`config.mk`:
```
export PLATFORM = sky130hd
export DESIGN_NAME = mux_sel_pipe
export DESIGN_NICKNAME = d
export VERILOG_FILES = /design/src/rtl/mux_pkg.sv /design/src/rtl/mux_sel_pipe_rr_pick.sv /design/src/rtl/mux_sel_pipe.sv
export SDC_FILE = /design/constraint.sdc
export NUM_CORES = 1
export LEC_CHECK = 0
export CORE_AREA = 2 2 92 94
export DETAILED_ROUTE_END_ITERATION = 16
export DIE_AREA = 0 0 94 96
export PLACE_DENSITY = 0.8
export SLEW_MARGIN = 25
export SYNTH_ARGS = -nofsm -noshare
export SYNTH_HDL_FRONTEND = slang
export SYNTH_HIERARCHICAL = 1
export SYNTH_SLANG_ARGS = --single-unit
```
`constraint.sdc`:
```
create_clock -name clk -period 5.9 [get_ports clk]
set_clock_uncertainty 0.15 [all_clocks]
set_input_delay 1.475 -clock clk [delete_from_list [all_inputs] [get_ports clk]]
set_output_delay 1.475 -clock clk [all_outputs]
set_load 0.005 [all_outputs]
```
`src/rtl/mux_pkg.sv`:
```
// Shared types and the rotating-priority search used by the N-way selector
// and its reference model.
package mux_pkg;

  typedef enum logic {MODE_SEL = 1'b0, MODE_RR = 1'b1} mux_mode_t;

  localparam int MAX_N    = 16;
  localparam int MAX_PTRW = 4;

  // Index of the first set bit of vec[n-1:0] scanning ptr, ptr+1, ... mod n;
  // -1 when nothing is set. The scan runs backwards so the lowest offset wins.
  function automatic int first_from(input logic [MAX_PTRW-1:0] ptr,
                                    input logic [MAX_N-1:0]    vec,
                                    input int                  n);
    int j;
    int r;
    r = -1;
    for (int k = MAX_N - 1; k >= 0; k--) begin
      if (k < n) begin
        j = int'(ptr) + k;
        if (j >= n) j = j - n;
        if (j < MAX_N && vec[j[3:0]]) r = j;
      end
    end
    return r;
  endfunction

endpackage

```
`src/rtl/mux_sel_pipe_rr_pick.sv`:
```
// Combinational rotating-priority search: first asserted bit of vec
// starting at ptr and wrapping at N.
module rr_pick
  import mux_pkg::*;
#(
  parameter int N    = 4,
  parameter int SELW = (N > 1) ? $clog2(N) : 1
) (
  input  logic [N-1:0]    vec,
  input  logic [SELW-1:0] ptr,
  output logic            found,
  output logic [SELW-1:0] idx
);

  logic [MAX_PTRW-1:0] w_ptr;
  logic [MAX_N-1:0]    w_vec;
  int                  w_res;

  assign w_ptr = MAX_PTRW'(ptr);
  assign w_vec = MAX_N'(vec);

  always_comb begin
    w_res = first_from(w_ptr, w_vec, N);
    found = (w_res >= 0);
    idx   = '0;
    for (int i = 0; i < N; i++) begin
      if (w_res == i) idx = SELW'(i);
    end
  end

endmodule

```
`src/rtl/mux_sel_pipe.sv`:
```
// N-way valid/ready data selector with a single registered output stage and
// a runtime choice between explicit-select and round-robin arbitration.
module mux_sel_pipe
  import mux_pkg::*;
#(
  parameter int WIDTH = 32,
  parameter int N     = 4,
  parameter int SELW  = (N > 1) ? $clog2(N) : 1
) (
  input  logic                 clk,
  input  logic                 rst,
  input  logic [N*WIDTH-1:0]   in_data,
  input  logic [N-1:0]         in_valid,
  output logic [N-1:0]         in_ready,
  input  logic [SELW-1:0]      sel,
  input  logic                 mode_rr,
  output logic [WIDTH-1:0]     out_data,
  output logic [SELW-1:0]      out_chan,
  output logic                 out_valid,
  input  logic                 out_ready,
  output logic                 sel_err
);

  localparam int NP = 1 << SELW;

  // Handshake: a word moves on a channel when valid and ready are both high
  // at a rising edge; ready never depends on the same channel's valid alone.
  logic              r_out_valid;
  logic [WIDTH-1:0]  r_out_data;
  logic [SELW-1:0]   r_out_chan;
  logic [SELW-1:0]   r_rr_ptr;
  logic              r_sel_err;

  mux_mode_t         w_mode;
  logic              w_can_accept;
  logic              w_sel_in_range;
  logic [NP-1:0]     w_valid_ext;
  logic              w_rr_found;
  logic [SELW-1:0]   w_rr_idx;
  logic              w_grant_found;
  logic [SELW-1:0]   w_grant_idx;
  logic              w_xfer;
  logic [WIDTH-1:0]  w_grant_data;
  logic [SELW-1:0]   w_ptr_next;

  assign w_mode         = mux_mode_t'(mode_rr);
  assign w_can_accept   = !r_out_valid || out_ready;
  assign w_sel_in_range = ({1'b0, sel} < (SELW + 1)'(N));
  assign w_valid_ext    = NP'(in_valid);

  rr_pick #(.N(N), .SELW(SELW)) u_rr_pick (
    .vec   (in_valid),
    .ptr   (r_rr_ptr),
    .found (w_rr_found),
    .idx   (w_rr_idx)
  );

  always_comb begin
    w_grant_found = 1'b0;
    w_grant_idx   = '0;
    if (w_mode == MODE_RR) begin
      w_grant_found = w_rr_found;
      w_grant_idx   = w_rr_idx;
    end else if (w_sel_in_range && w_valid_ext[sel]) begin
      w_grant_found = 1'b1;
      w_grant_idx   = sel;
    end
  end

  // Ready is masked by reset so nothing is consumed while the stage is cleared.
  assign w_xfer   = w_grant_found && w_can_accept && !rst;
  assign in_ready = w_xfer ? (N'(1) << w_grant_idx) : '0;

  always_comb begin
    w_grant_data = '0;
    for (int i = 0; i < N; i++) begin
      if (w_grant_idx == SELW'(i)) w_grant_data = in_data[i*WIDTH +: WIDTH];
    end
  end

  assign w_ptr_next = (w_grant_idx == SELW'(N - 1)) ? '0 : w_grant_idx + SELW'(1);

  always_ff @(posedge clk or posedge rst) begin
    if (rst) begin
      r_out_valid <= 1'b0;
      r_out_data  <= '0;
      r_out_chan  <= '0;
      r_rr_ptr    <= '0;
      r_sel_err   <= 1'b0;
    end else begin
      r_sel_err <= (w_mode == MODE_SEL) && !w_sel_in_range;
      if (w_xfer) begin
        r_out_valid <= 1'b1;
        r_out_data  <= w_grant_data;
        r_out_chan  <= w_grant_idx;
        if (w_mode == MODE_RR) r_rr_ptr <= w_ptr_next;
      end else if (out_ready) begin
        r_out_valid <= 1'b0;
      end
    end
  end

  assign out_valid = r_out_valid;
  assign out_data  = r_out_data;
  assign out_chan  = r_out_chan;
  assign sel_err   = r_sel_err;

endmodule
```
# Word-level counts from Yosys, hierarchy flattened
# Cells that the tools add are included.
[op_classes]
n_addsub = 8
magnitude_cmp = 14
n_eq_ne = 6
n_shift = 1
n_mux = 33
n_reduce_logical = 12
[ops]
columns = ["operator", "count"]
rows = [
  ["$mux 32", 12],
  ["$lt 32x6->1 const B", 4],
  ["$ge 32x4->1 const B", 3],
  ["$sub 32x4->32 const B", 3],
  ["$eq 32x3->1 const B", 2],
  ["$eq 32x2->1 const B", 1],
  ["$ge 32x1->1 const B", 1],
  ["$lt 4x5->1 const B", 4],
  ["$bmux 1 s4", 4],
  ["$mux 1", 10],
  ["$mux 2", 5],
  ["$add 2x2->3 const B", 2],
  ["$logic_and 1x1->1", 6],
  ["$eq 2x2->1 const B", 2],
  ["$mux 4", 1],
  ["$shl 1x2->4 const A", 1],
  ["$sub 2x3->4 const B", 1],
  ["$add 2x1->3 const B", 1],
  ["$ge 2x3->1 const B", 1],
  ["$lt 2x3->1 const B", 1],
  ["$add 2x1->2 const B", 1],
  ["$bmux 1 s2", 1],
  ["$eq 2x1->1 const B", 1],
  ["$logic_not 1->1", 2],
  ["4 further kinds", 4],
]
[word_totals]
regBits = 37
wordCells = 78

# Logic depth before layout (Yosys ltp)
[depth]
depth_word = 20
ltp_mapped = 17
mapped_depth_nobuf = 14

# Cells and area by module
# The synthesis kept the hierarchy.
[modules_own_cells]
columns = ["mod", "n_inst", "cells_each", "area_each_um2", "seq_area_each_um2"]
rows = [
  ["mux_sel_pipe", 1, 259, 2681.3, 925.9],
  ["rr_pick", 1, 36, 295.3, 0.0],
]

# Worst setup path after synthesis
# Ideal clock, no wire load.
[synth_path]
path_kind = "input port to output port"
startpoint = "input in_valid[0]"
endpoint = "output in_ready[2]"
arrival_ps = 3528
t_required_ps = 4275
path_slack_ps = 747
path_stages = 10
n_path_buf = 2
cell_sequence = "mux4_2 nand2_1 o2111ai_2 nand2_1 mux2i_1 a22oi_1 ha_1 clkbuf_1 clkbuf_1 and3_2"
[synth_rtl]
columns = ["item", "line_no", "source"]
rows = [
  ["start: declaration", "mux_sel_pipe.sv:13", "input logic [N-1:0] in_valid,"],
  ["$bmux 1 s4", "mux_pkg.sv:22", "if (j < MAX_N && vec[j[3:0]]) r = j;"],
  ["$mux 1 (not written as such)", "mux_pkg.sv:22", ""],
  ["$logic_and 1x1->1", "mux_pkg.sv:22", ""],
  ["$mux 32 (3 in a row)", "mux_pkg.sv:22", ""],
  ["$mux 32 *", "mux_pkg.sv:22", ""],
  ["$ge 32x1->1 *", "mux_sel_pipe_rr_pick.sv:24", "found = (w_res >= 0);"],
  ["via w_rr_found", "mux_sel_pipe.sv:38", "logic w_rr_found;"],
  ["$mux 1 *", "mux_sel_pipe.sv:61", "if (w_mode == MODE_RR) begin"],
  ["$logic_and 1x1->1 * (2 in a row)", "mux_sel_pipe.sv:71", "assign w_xfer = w_grant_found && w_can_accept && !rst;"],
  ["$mux 4 *", "mux_sel_pipe.sv:72", "assign in_ready = w_xfer ? (N'(1) << w_grant_idx) : '0;"],
  ["end: declaration", "mux_sel_pipe.sv:14", "output logic [N-1:0] in_ready,"],
]
# Mark *: on every way through the listed nets, which the timed path passes. The rest lies on a longest branch. The select of a mux whose other input is x is not followed.

# Final worst setup path
[layout_path]
startpoint = "input in_valid[3]"
endpoint = "output in_ready[1]"
# Same word-level chain as after synthesis.

==> impl_metrics.ini <==
[synthesis]
synthArstFlopShare_pct = 100
syn_nets = 442
synth-compound-area-share_pct = 22.4
synth_top_family_by_area = compound AO/OA/AOI/OAI gates
syn_inst = 295
ys_seq_elements = 37
ys_types = 40
synth_edf_count = 0
synth-simple-area-share_pct = 14.9
synth-xor-area-share_pct = 0
yosys.area_share.adder_pct = 3.78
syn_avg_cell_area_um2 = 10.1
ys.flop_type = dfrtp_1
ys.warnings.count = 6
seq_area_frac_synth_pct = 31.1
synth_area_um2 = 2980
synthMuxAreaShare_pct = 19.8

[placement]
dpl-instance-area_um2 = 4720
portBuffers = 176
dp_hpwl_um = 7060
dp_cells = 554
gp_congestion = 0.959

[sta]
clock.fmax_ghz = 0.173
min_period_ns = 5.79
final-setup-viol-count = 0
fin_setup_tns_ns = 0
final_hold_viol_count = 0
worst_pin_slew_ns = 0.634
drv_slew = 0
finalCritPeriodShare_pct = 98.2
maxSlewHeadroom_pct = 57.8

[route]
drcViolationCount = 0
via_count = 2969
final_antenna_net_count = 0
wl_per_cell_um = 16.9
drt-pass1-iter-count = 5
drt_iter0_drc = 85
routed_wirelength_um = 9520
via_per_inst = 5.26

[worst_hold_path]
hold_depth = 1
hold_path_class = register to register

[clocking]
h-tree-depth = 2
cts_tree = built
clock-sinks = 37
holdBufCountCts = 0
clk_pin_slew_ns = 0.07
cts_max_path_buffers = 2
clock-root-buffer = clkbuf_8
clk_latency_ns = 0.28
cts_buffers = 5

[power_and_ir_drop]
power.internal_mw = 1.34
p_switching_mw = 0.810
power_density_nw_per_um2 = 442
power_leakage_nw = 1.95
p_sw_share_pct = 37.7
seq_power_share_pct = 21.4
irDropWorstVdd_mv = 0.402
power_frac_comb_pct = 68.4
clockPowerShare_pct = 10.2

[cells_and_area]
design_area_um2 = 4860
diodes = 0
nets = 605
multi_input_area_um2 = 1840
stdcell_count = 564
register_area_um2 = 926
layout_common_cells = 176 x clkdlybuf4s50_1, 40 x nand2_1, 37 x dfrtp_1
area.growth.synth_to_final_pct = 63.4
fillers = 693
final_common_cell = clkdlybuf4s50_1
drive_above_1_share_pct = 14.4

[die]
io_pins = 178
dieArea_um2 = 9020
die_height_um = 96
dieWidth_um = 94
num_rows = 33
start_util_pct = 37.0
core-area_um2 = 8050

[setup_path]
crit_cells = 11
crit_chain = clkdlybuf4s50_1 > mux4_2 > nand2_1 > o2111ai_2 > nand2_1 > mux2i_1 > a22oi_2 > inv_1 > ha_1 > and3_2 > clkdlybuf4s50_1
crit_type = input pin to output port
cp_slowest_stage_delay_ns = 0.51
endpoint_kind = output port
critPathLaunchType = input pin
crit_path_max_fanout = 5
critPathSlowestCell = clkdlybuf4s50_1
path_delay_family = buffers and inverters
cp.required_ns = 4.28
crit_buf_inv = 3
r2r_cells = 16
cp.arrival_ns = 4.17

[job]
max_cap_viol_count = 0

[global_routing]
grt_pass1_vias = 2981
grt_pass1_wl_um = 14500
grt_max_degree = 65
track_usage_pct = 20.6
overflow = 0
antenna_found_initial = 0

[run_status]
status = completed
## layer usage
| metal | up-vias | global-route usage (%) | part of all wire, % | wire [µm] |
|---|---|---|---|---|
| li1 | 1425 | - | - | - |
| met1 | 1399 | 23.1 | 41 | 3880 |
| met2 | 137 | 37.1 | 48 | 4540 |
| met3 | 8 | 6.81 | 10 | 984 |
| met4 | 0 | 6.16 | 1.1 | 108 |
| met5 | - | 0 | 0 | 0 |
## power groups by stage
stage	Combinational [mW]	Clock, mW	Sequential [mW]
6_report	1.47	0.219	0.461
5_1_grt	1.61	0.237	0.476
4_1_cts	1.47	0.228	0.460
3_5_place_dp	1.46	0	0.461
3_3_place_gp	1.43	0	0.455
2_1_floorplan	0.942	0	0.457
## cell families after synthesis
group | count (synthesis)
flip-flops | 37
other | 1
AO/OA/AOI/OAI | 84
buffers and inverters | 35
AND/OR/NAND/NOR | 87
multiplexers | 42
adder cells (fa/ha/maj) | 9
## worst reg2reg max path, stage by stage, from the launching register on
cell	delay [ns]
dfrtp_1	0.67
inv_1	0.19
ha_1	0.41
mux4_2	0.31
nand2_1	0.09
o2111ai_2	0.14
nand2_1	0.10
mux2i_1	0.08
a22oi_2	0.30
inv_1	0.13
ha_1	0.23
buf_4	0.26
nor2b_2	0.33
buf_12	0.23
a221oi_1	0.12
o31ai_1	0.33
mux2_4	0.20
## stage by stage
step / hold slack, ns / total power [mW] / util, % / worst slack (ns)
final: 0.362 / 2.15 / 60.4 / 0.106
after detailed placement: 0.343 / 1.92 / 58.7 / 0.0251
after global placement: 0.338 / 1.89 / 58.7 / 0.139
after global routing: 0.376 / 2.32 / 60.4 / -0.00305
after floorplan: 0.349 / 1.40 / - / 0.747
after CTS: 0.362 / 2.16 / 60.1 / 0.130
## registers in the layout, summed over array words and instances (netlist names)
name	count
out_data	32
out_chan	2
r_rr_ptr	2
out_valid	1
## Yosys cell counts (4+ instances only)
master / count / area, µm²
mux2_4: 28 / 420
and3_2: 4 / 30.0
buf_12: 4 / 80.1
dfrtp_1: 37 / 926
nor2b_1: 32 / 200
inv_1: 8 / 30.0
a221oi_1: 31 / 272
clkbuf_1: 14 / 52.6
nand2_1: 40 / 150
ha_1: 9 / 113
a21oi_1: 7 / 35.0
o31ai_1: 31 / 233
nor2_1: 4 / 15.0
mux2_2: 8 / 90.1
## cell type report
type                            count  area share [%]
Multi-Input combinational cell    223            37.8
Timing Repair Buffer              183            37.6
Sequential cell                    37            19.0
Inverter                            8           0.617
Tap cell                          105            2.70
Clock buffer                        6            1.49
Clock inverter                      2           0.798
## what timing repair did
item,4_1_cts,5_1_grt
setup buffers,0,2
gates resized for setup,1,1
pin swaps,0,1
setup endpoints to repair,1,4
## path summary, 6_finish.rpt
check                        startpoint            to  slack, ns
setup / recovery            in_valid[3]   in_ready[1]       0.11
hold / removal             out_data[15]  out_data[15]       0.36
max in group asynchronous           rst   out_data[5]       3.63
setup reg to reg            r_rr_ptr[0]  out_data[11]       1.57
min in group asynchronous           rst   out_chan[0]       1.31
hold reg to reg            out_data[15]  out_data[15]       0.36
(Power assumes the default switching activity.)
